$ cat src/rtl/spi_flash_responder.sv
// SPI flash target emulator: serves 0x03 single and 0x6B quad reads
// from a byte-wide synchronous memory, oversampling the host pins.
module spi_flash_responder #(
  parameter int ADDR_BITS  = 16,
  parameter int DUMMY_CLKS = 8
) (
  input  logic                 clk,
  input  logic                 rstn,
  input  logic                 spi_clk_in,
  input  logic                 spi_select_in,
  input  logic [3:0]           spi_data_in,
  output logic [3:0]           spi_data_out,
  output logic [3:0]           spi_data_oe,
  output logic [ADDR_BITS-1:0] mem_addr,
  output logic                 mem_rd,
  input  logic [7:0]           mem_data,
  output logic                 active,
  output logic                 cmd_error
);

  localparam int CW = $clog2(ADDR_BITS + DUMMY_CLKS + 8) + 1;

  typedef enum logic [2:0] {
    S_IDLE, S_CMD, S_ADDR, S_DUMMY, S_DATA, S_IGN
  } state_e;

  logic [1:0] sck_sq, cs_sq, mosi_sq;
  logic       sck_q;
  logic       sck_s, cs_s, mosi_s, rise, fall;
  logic       unused_io;

  assign unused_io = ^spi_data_in[3:1];

  always_ff @(posedge clk or negedge rstn) begin
    if (!rstn) begin
      sck_sq  <= 2'b00;
      cs_sq   <= 2'b11;
      mosi_sq <= 2'b00;
      sck_q   <= 1'b0;
    end else begin
      sck_sq  <= {sck_sq[0], spi_clk_in};
      cs_sq   <= {cs_sq[0], spi_select_in};
      mosi_sq <= {mosi_sq[0], spi_data_in[0]};
      sck_q   <= sck_sq[1];
    end
  end

  assign sck_s  = sck_sq[1];
  assign cs_s   = cs_sq[1];
  assign mosi_s = mosi_sq[1];
  assign rise   = sck_s & ~sck_q;
  assign fall   = ~sck_s & sck_q;

  state_e               state_q, state_d;
  logic [CW-1:0]        cnt_q, cnt_d;
  logic [6:0]           cmd_q, cmd_d;
  logic [ADDR_BITS-2:0] ash_q, ash_d;
  logic                 quad_q, quad_d;
  logic [7:0]           obyte_q, obyte_d;
  logic [7:0]           nbyte_q, nbyte_d;
  logic [2:0]           pos_q, pos_d;
  logic                 rdp_q, rdp_d;
  logic [3:0]           dout_q, dout_d;
  logic [3:0]           oe_q, oe_d;
  logic [ADDR_BITS-1:0] addr_q, addr_d;
  logic                 rd_q, rd_d;
  logic                 act_q, act_d;
  logic                 err_q, err_d;
  logic [7:0]           cmd_n;
  logic [7:0]           cur;

  always_ff @(posedge clk or negedge rstn) begin
    if (!rstn) begin
      state_q <= S_IDLE;
      cnt_q   <= '0;
      cmd_q   <= '0;
      ash_q   <= '0;
      quad_q  <= 1'b0;
      obyte_q <= '0;
      nbyte_q <= '0;
      pos_q   <= '0;
      rdp_q   <= 1'b0;
      dout_q  <= '0;
      oe_q    <= '0;
      addr_q  <= '0;
      rd_q    <= 1'b0;
      act_q   <= 1'b0;
      err_q   <= 1'b0;
    end else begin
      state_q <= state_d;
      cnt_q   <= cnt_d;
      cmd_q   <= cmd_d;
      ash_q   <= ash_d;
      quad_q  <= quad_d;
      obyte_q <= obyte_d;
      nbyte_q <= nbyte_d;
      pos_q   <= pos_d;
      rdp_q   <= rdp_d;
      dout_q  <= dout_d;
      oe_q    <= oe_d;
      addr_q  <= addr_d;
      rd_q    <= rd_d;
      act_q   <= act_d;
      err_q   <= err_d;
    end
  end

  always_comb begin
    state_d = state_q;
    cnt_d   = cnt_q;
    cmd_d   = cmd_q;
    ash_d   = ash_q;
    quad_d  = quad_q;
    obyte_d = obyte_q;
    nbyte_d = nbyte_q;
    pos_d   = pos_q;
    rdp_d   = rd_q;
    dout_d  = dout_q;
    oe_d    = oe_q;
    addr_d  = addr_q;
    rd_d    = 1'b0;
    act_d   = act_q;
    err_d   = 1'b0;
    cmd_n   = {cmd_q, mosi_s};
    // bypass so a byte arriving on the same clk as a fall is not missed
    cur     = rdp_q ? mem_data : nbyte_q;
    if (rdp_q)
      nbyte_d = mem_data;
    if (cs_s) begin
      state_d = S_IDLE;
      cnt_d   = '0;
      nbyte_d = '0;
      pos_d   = '0;
      rdp_d   = 1'b0;
      dout_d  = '0;
      oe_d    = '0;
      act_d   = 1'b0;
    end else begin
      unique case (state_q)
        S_IDLE: begin
          state_d = S_CMD;
          cnt_d   = CW'(7);
        end
        S_CMD: if (rise) begin
          act_d = 1'b1;
          cmd_d = cmd_n[6:0];
          cnt_d = cnt_q - CW'(1);
          if (cnt_q == '0) begin
            if (cmd_n == 8'h03 || cmd_n == 8'h6B) begin
              state_d = S_ADDR;
              cnt_d   = CW'(ADDR_BITS - 1);
              quad_d  = (cmd_n == 8'h6B);
            end else begin
              state_d = S_IGN;
              err_d   = 1'b1;
            end
          end
        end
        S_ADDR: if (rise) begin
          ash_d = {ash_q[ADDR_BITS-3:0], mosi_s};
          cnt_d = cnt_q - CW'(1);
          if (cnt_q == '0) begin
            addr_d = {ash_q, mosi_s};
            rd_d   = 1'b1;
            pos_d  = '0;
            if (quad_q && DUMMY_CLKS != 0) begin
              state_d = S_DUMMY;
              cnt_d   = CW'(DUMMY_CLKS);
            end else begin
              state_d = S_DATA;
            end
          end
        end
        S_DUMMY: if (rise) begin
          cnt_d = cnt_q - CW'(1);
          if (cnt_q == CW'(1))
            state_d = S_DATA;
        end
        S_DATA: if (fall) begin
          oe_d = quad_q ? 4'b1111 : 4'b0010;
          if (pos_q == '0) begin
            obyte_d = cur;
            addr_d  = addr_q + 1'b1;
            rd_d    = 1'b1;
            dout_d  = quad_q ? cur[7:4] : {2'b00, cur[7], 1'b0};
          end else begin
            dout_d = quad_q ? obyte_q[3:0]
                            : {2'b00, obyte_q[3'd7 - pos_q], 1'b0};
          end
          pos_d = (quad_q && pos_q == 3'd1) ? 3'd0 : pos_q + 3'd1;
        end
        S_IGN: oe_d = '0;
        default: state_d = S_IDLE;
      endcase
    end
  end

  assign spi_data_out = dout_q;
  assign spi_data_oe  = oe_q;
  assign mem_addr     = addr_q;
  assign mem_rd       = rd_q;
  assign active       = act_q;
  assign cmd_error    = err_q;

endmodule
$ cat config.mk
export PLATFORM = sky130hd
export DESIGN_NAME = spi_flash_responder
export DESIGN_NICKNAME = d
export VERILOG_FILES = /design/src/rtl/spi_flash_responder.sv
export SDC_FILE = /design/constraint.sdc
export NUM_CORES = 1
export LEC_CHECK = 0
export ABC_AREA = 1
export ABC_CLOCK_PERIOD_IN_PS = 1800
export BUFFER_PORTS_ARGS = -buffer_cell sky130_fd_sc_hd__buf_2
export CORE_MARGIN = 4
export CORE_UTILIZATION = 31
export CTS_CLUSTER_SIZE = 8
export DETAILED_ROUTE_END_ITERATION = 12
export PLACE_DENSITY = 0.5
export SETUP_SLACK_MARGIN = 0.15
export SLEW_MARGIN = 30
export SYNTH_ARGS = -nofsm -noshare
export SYNTH_HDL_FRONTEND = slang
export SYNTH_SLANG_ARGS = --single-unit
$ cat constraint.sdc
create_clock -name clk -period 1.8 [get_ports clk]
set_clock_uncertainty 0.05 [all_clocks]
set_input_delay 0.36 -clock clk [delete_from_list [all_inputs] [get_ports clk]]
set_output_delay 0.36 -clock clk [all_outputs]
set_load 0.1 [all_outputs]
==> flow_summary_export.csv, run 1 <==
group,metric,value,unit
layout,antenna_cells,0,
global_routing,grt_overflow,0,
power,p_leak,2.715,nW
yosys,synth_edf_count,0,
detailed_routing,drtPass1Iterations,4,
clock_network,clkTransAtPathRegs,0.07,ns
sta,worst_slew_pin_slew,0.5080,ns
worst_setup_path,critPathCaptureType,"flip-flop",
sta,final.period_utilization,94.65,%
yosys,synthMuxAreaShare,2.715,%
placed_design,numPortBuffers,39,
global_routing,grtUsageTotal,13.31,%
detailed_routing,antenna_violating_nets_post_route,0,
worst_setup_path,crit_fanout,5,
clock_network,htree_levels,3,
clock_network,cts_tree,"built",
yosys,yosysSeqAreaShare,49.10,%
hold_path,min_path_type,"in2async",
detailed_routing,num_vias,3708,
yosys,synth_top_family_by_area,"simple AND/OR/NAND/NOR gates",
worst_setup_path,rr_startpoint,"cnt_q[0]",
detailed_routing,drt-met1-wl,5126,um
clock_network,cts_sinks,84,
detailed_routing,viasPerCell,4.652,
yosys,netlist_area,4287,um^2
floorplanning,initial_utilization,31.99,%
yosys,synthArstFlopShare,100.0,%
placed_design,hpwl,7177,um
detailed_routing,wl_met2,4749,um
worst_setup_path,cp.required,2.02,ns
sta,slew_headroom,65.77,%
detailed_routing,wl_per_cell,13.00,um
floorplanning,io_pins,43,
placed_design,dp.cells,763,
worst_setup_path,worstRegToRegCells,11,
sta,rsz0062_at_grt,"true",
yosys,synth_top_area_cell,"dfrtp_1",
detailed_routing,wl,10360,um
placed_design,gp_congestion,0.8556,
yosys,synth_seq_cells,84,
yosys,synthAdderAreaFrac,2.043,%
clock_network,numCtsBuffers,9,
worst_setup_path,rrSetupSlack,0.1,ns
global_routing,grt_first_pass_wirelength,17010,um
sta,setup_ws,0.09624,ns
yosys,synth-compound-area-share,10.68,%
worst_setup_path,r2r-end,"mem_addr[3]",
yosys,yosysTopAreaCellShare,47.87,%
sta,hold_viol,14,
yosys,syn-num-nets,550,
clock_network,worstSkewPairLatency,0.35,ns
yosys,synth_flop_cell,"dfrtp_1",
worst_setup_path,start_kind,"flip-flop",
yosys,yosys.area_share.simple,28.31,%
global_routing,grt_pass1_vias,3492,
global_routing,antenna_found_initial,0,
power,p_per_area,1424,nW/um^2
detailed_routing,drtIter0Drc,323,
layout,fin_nets,639,
layout,stdcell_count,797,
floorplanning,die-width,125.6,um
power,ir_drop,0.6499,mV
worst_setup_path,path_class,"reg2reg",
sta,fmax,586.9,MHz
yosys,synth_cell_types,39,
clock_network,ctsHoldBuffers,0,
clock_network,cts_buffer_depth,2,
yosys,synth.area.top_cells,"dfrtp_1, nand2_1, o21ai_0, nand3_1, inv_1",
sta,timing.hold.ws,-0.04045,ns
floorplanning,die_area,15770,um^2
yosys,synth-xor-area-share,0.6130,%
layout,drive_above_1_share,29.95,%
worst_setup_path,startpoint,"cnt_q[0]",
layout,syn_to_final_growth,32.98,%
floorplanning,rows,42,
clock_network,cts_root_buf,"clkbuf_16",
detailed_routing,drc_errors,0,
sta,setup_violations,0,
yosys,syn_area_per_cell,8.134,um^2
detailed_routing,routed-wl-met3,297,um
floorplanning,core-area,13400,um^2
sta,maxSlewViolCount,0,
yosys,synthCells,527,
worst_setup_path,worstSetupEndpoint,"mem_addr[3]",
global_routing,grt_max_degree,85,
detailed_routing,highest_layer,"met4",
worst_setup_path,worstPathArrival,1.93,ns
run_status,status,"complete, but fails checks",
placed_design,dp_slack,0.06739,ns
run_status,violations,"hold timing",
floorplanning,fp.dieH,125.6,um
flow_run,drv_cap,0,
yosys,synth_warnings,0,
sta,layout_min_cycle_time,1.704,ns
## per-stage QoR
stage               util, %  setup TNS [ns]  power [mW]  instance area, um^2  hold slack (ns)
finish                42.54               0       8.117                 5700         -0.04045
global route          42.54       -0.007147       8.634                 5700          0.04433
CTS                   40.17               0       7.880                 5383          0.01897
detailed placement    37.23               0       5.520                 4989           0.2863
global placement      37.23               0       5.486                 4989           0.2860
floorplan                 -               0       4.671                 4349          0.01441
## Yosys cell counts, types with 3 or more instances
library cell,n
o21ai_0,54
o211ai_1,6
ha_1,7
mux2_2,5
inv_1,51
nand4_1,9
clkbuf_1,4
or2_2,6
buf_2,6
o21ai_1,3
nand2_2,4
nand2_1,144
buf_4,3
dfrtp_1,82
nor2_1,50
nand3_1,46
mux2i_1,6
nand2_4,3
a21oi_1,9
nor2_2,3
## registers in the layout, summed over array words and instances, names as in the netlist, 2 cells and up
register and flops:
mem_addr 16, ash_q 15, nbyte_q 8, obyte_q 8
cmd_q 7, cnt_q 6, spi_data_out 4, pos_q 3
state_q 3, cs_sq 2, mosi_sq 2, sck_sq 2
spi_data_oe 2
## area by class of cell
cell class                      count  area (um^2)
Inverter                           53        205.2
Sequential cell                    84         2145
Multi-Input combinational cell    376         2021
Fill cell                        1302         7700
Clock buffer                       10        229.0
Timing Repair Buffer               92        744.5
Clock inverter                      6        136.4
Tap cell                          176        220.2
## logic make-up (layout without fill, tap and decap cells)
kind of cell               after synthesis  after routing
AOI/OAI and AO/OA                       82             82
muxes                                   11             11
adders and majority gates                7              7
DFF                                     84             84
buffers and inverters                   67            161
and+or+nand+nor                        273            273
xor gates and xnor gates                 3              3
## cells in the final DEF (no fill, tap or decap), types with 6 or more instances in the layout
master and count:
nand2_2 12, dfrtp_1 64, buf_6 7, mux2i_1 6, clkbuf_16 11, buf_2 26, a21oi_1 9, clkbuf_4 7
dfrtp_2 11, nand3_1 45, nor2_1 43, dfrtp_4 7, inv_1 44, nand2_1 134, o21ai_1 9, o21ai_0 45
inv_2 7, o211ai_1 6, nor2_2 6, buf_4 45, nand4_1 9
## routing by layer
layer  vias up  global-route usage (%)
li1       1897                       -
met1      1756                   18.13
met2        44                   20.67
met3        11                   2.687
met4         0                   5.548
met5         -                       0
## repair_timing
item,in CTS,in global routing
setup buffers,1,15
gates resized for setup,10,55
endpoints found under the setup margin,28,49
gates cloned,0,2
pin swaps,0,8
## how the worst min path moves through the flow
stage	from	to
after floorplan	rstn	active
after global placement	sck_sq[0]	sck_sq[1]
after detailed placement	sck_sq[0]	sck_sq[1]
after CTS	rstn	mosi_sq[0]
after global routing	rstn	mem_addr[2]
final	rstn	mosi_sq[0]
## where the power goes
part           switching, mW  total, mW  internal, mW
Clock                  0.768       2.27          1.50
Sequential             0.348       2.62          2.27
Combinational           2.14       3.23          1.09
Total                   3.25       8.12          4.86
## worst max-delay path, cell delays in order, from the launching register on
cell and delay [ns]:
dfrtp_1 0.39, inv_2 0.08, ha_4 0.15, nand2_4 0.05
nor2_4 0.13, nand2_2 0.07, buf_6 0.12, a21oi_4 0.20
clkbuf_16 0.18, buf_12 0.10, nand2_2 0.04, o21ai_1 0.07
(Power assumes the default switching activity.)
==> run 2: changes to the inputs <==
--- a/config.mk
+++ b/config.mk
@@ -5,7 +5,6 @@
 export SDC_FILE = /design/constraint.sdc
 export NUM_CORES = 1
 export LEC_CHECK = 0
-export ABC_AREA = 1
 export ABC_CLOCK_PERIOD_IN_PS = 1800
 export BUFFER_PORTS_ARGS = -buffer_cell sky130_fd_sc_hd__buf_2
 export CORE_MARGIN = 4
==> flow_summary_export.csv, run 2 <==
group,metric,value,unit
run_status,status,"complete, but fails checks",
run_status,violations,"setup timing",
floorplanning,io_pins,43,
clock_network,numCtsBuffers,9,
clock_network,worstSkewPairLatency,0.35,ns
yosys,synth.area.top_cells,"dfrtp_1, mux2_2, o21ai_0, a21oi_1, nand2_1",
placed_design,hpwl,7168,um
sta,timing.hold.ws,0.06295,ns
global_routing,grt_first_pass_wirelength,18070,um
floorplanning,initial_utilization,32.24,%
clock_network,cts_sinks,84,
hold_path,worstHoldPathCells,1,
sta,rsz0062_at_grt,"true",
yosys,synthArstFlopShare,100.0,%
hold_path,hp-start,"spi_select_in",
hold_path,min_path_type,"in2reg",
worst_setup_path,worstRegToRegCells,7,
clock_network,htree_levels,3,
sta,layout_min_cycle_time,1.969,ns
detailed_routing,wl_per_cell,16.02,um
worst_setup_path,cp.required,2.01,ns
power,internal_power,4.860,mW
yosys,synth_top_area_cell,"dfrtp_1",
yosys,synth_top_family_by_area,"compound AO/OA/AOI/OAI gates",
yosys,syn_area_per_cell,10.44,um^2
sta,fmax,507.9,MHz
yosys,synth_cell_types,62,
worst_setup_path,critPathCaptureType,"flip-flop",
yosys,yosys.area_share.simple,15.19,%
worst_setup_path,crit_fanout,7,
sta,final.period_utilization,109.4,%
layout,nFillCells,1221,
power,p_per_area,1400,nW/um^2
yosys,synthAdderAreaFrac,2.118,%
sta,slew_headroom,66.93,%
power,p_clk_share,24.7,%
floorplanning,fp.dieH,123.5,um
sta,hold_viol,0,
floorplanning,die-width,123.5,um
detailed_routing,drc_errors,0,
clock_network,cts_buffer_depth,2,
worst_setup_path,rr_startpoint,"cnt_q[3]",
placed_design,placed_area,5032,um^2
power,switching_power,3.549,mW
layout,mostFrequentLayoutCells,"dfrtp_1, buf_4, buf_2",
hold_path,hold_end,"cs_sq[0]",
detailed_routing,wl,10910,um
power,p_leak,2.728,nW
global_routing,antenna_found_initial,0,
layout,finalInstanceArea,6007,um^2
detailed_routing,drtIter0Drc,142,
worst_setup_path,worstPathArrival,2.18,ns
clock_network,cts_root_buf,"clkbuf_16",
worst_setup_path,r2r-end,"mem_addr[0]",
placed_design,numPortBuffers,39,
detailed_routing,drt-met1-wl,5129,um
power,ir_drop,1.436,mV
global_routing,grtUsageTotal,15.17,%
yosys,synth_common_cells,"dfrtp_1, nand2_1, nor2_1, o21ai_0, a21oi_1",
global_routing,grt_max_degree,36,
yosys,synth_most_common_cell,"dfrtp_1",
clock_network,clkTransAtPathRegs,0.06,ns
worst_setup_path,rrSetupSlack,-0.17,ns
yosys,synth_seq_cells,84,
placed_design,dp_slack,-0.2044,ns
detailed_routing,viasPerCell,5.079,
yosys,synth_edf_count,0,
detailed_routing,wl_met2,5136,um
worst_setup_path,startpoint,"cnt_q[3]",
layout,antenna_cells,0,
worst_setup_path,start_kind,"flip-flop",
layout,syn_to_final_growth,45.26,%
sta,setup_violations,23,
layout,drive_above_1_share,49.31,%
yosys,synth-xor-area-share,0.2118,%
detailed_routing,highest_layer,"met4",
yosys,synthCells,396,
power,switching_share,42.21,%
placed_design,gp_congestion,0.8230,
yosys,synth_flop_cell,"dfrtp_1",
clock_network,cts_tree,"built",
sta,maxSlewViolCount,0,
detailed_routing,drtPass1Iterations,4,
yosys,syn-num-nets,419,
floorplanning,core-area,12820,um^2
flow_run,drv_cap,0,
power,comb_power_share,44.8,%
yosys,synth_warnings,0,
yosys,netlist_area,4135,um^2
detailed_routing,num_vias,3459,
worst_setup_path,path_class,"reg2reg",
power,pwr-share-seq,30.5,%
global_routing,grt_pass1_vias,3585,
yosys,synth-compound-area-share,17.73,%
floorplanning,rows,41,
floorplanning,die_area,15250,um^2
layout,fin_nets,527,
sta,worst_slew_pin_slew,0.4994,ns
layout,largest_reg_flops,16,
yosys,yosysSeqAreaShare,50.89,%
yosys,synthMuxAreaShare,10.08,%
layout,final_common_cell,"dfrtp_1",
sta,setup_ws,-0.1688,ns
yosys,yosysTopAreaCellShare,49.62,%
detailed_routing,antenna_violating_nets_post_route,0,
detailed_routing,routed-wl-met3,437,um
global_routing,grt_overflow,0,
run 2: worst max path at each step:
stage / endpoint / slack, ns
3_3_place_gp: mem_addr[7] / -0.19
3_5_place_dp: mem_addr[7] / -0.20
5_1_grt: mem_addr[0] / -0.28
6_report: mem_addr[0] / -0.17
4_1_cts: mem_addr[6] / -0.19
2_1_floorplan: mem_addr[1] / -0.09
run 2: kinds of logic (layout without fill, tap and decap cells):
kind of cell	Yosys count	count (layout)
and+or+nand+nor	124	124
AOI/OAI and AO/OA	110	110
DFF	84	84
muxes	36	36
buffers and inverters	34	147
adders and majority gates	7	7
xor gates and xnor gates	1	1
run 2: area by class of cell:
class	instances	area [um^2]	share of cell area, %
clock buffer	13	260.3	4.332
clock inverter	3	68.82	1.146
timing repair buffer	117	945.9	15.75
sequential	84	2135	35.53
inverter	12	61.31	1.021
tap	172	215.2	3.583
multi-input combinational	278	2288	38.10
timing repair inverter	2	32.53	0.5416
run 2: power groups by stage:
stage	clock, mW	combinational, mW	sequential [mW]
floorplan	0	1.21	3.61
global placement	0	3.22	2.55
detailed placement	0	3.25	2.56
CTS	2.14	3.56	2.55
global route	2.20	4.04	2.62
finish	2.07	3.77	2.57
run 2: routing by layer:
layer,global-route usage (%),vias up
met5,0,-
met4,7.197,0
met3,2.653,15
met2,23.21,85
met1,20.86,1699
li1,-,1660
run 2: critical path: stages (launching register included):
cell      delay (ns)
dfrtp_1         0.42
nor4_4          0.36
nand4_1         0.17
a2111o_1        0.46
buf_8           0.19
clkinv_8        0.07
o21ai_2         0.05
mux2i_1         0.13
run 2: timing repair:
action | CTS | global route
buffers inserted | 10 | 4
cloned | 3 | 1
hold buffers | 1 | 0
setup endpoints to repair | 56 | 65
resized for setup | 67 | 56
hold endpoints to repair | 27 | 0
pin swaps | 15 | 16
run 2: stage by stage:
stage	instances	setup TNS [ns]	power [mW]	util [%]
CTS	676	-3.366	8.244	44.83
finish	681	-3.035	8.409	46.84
global route	681	-5.591	8.859	46.84
global placement	646	-2.596	5.772	39.24
detailed placement	646	-3.215	5.810	39.24
floorplan	396	-0.7323	4.820	-
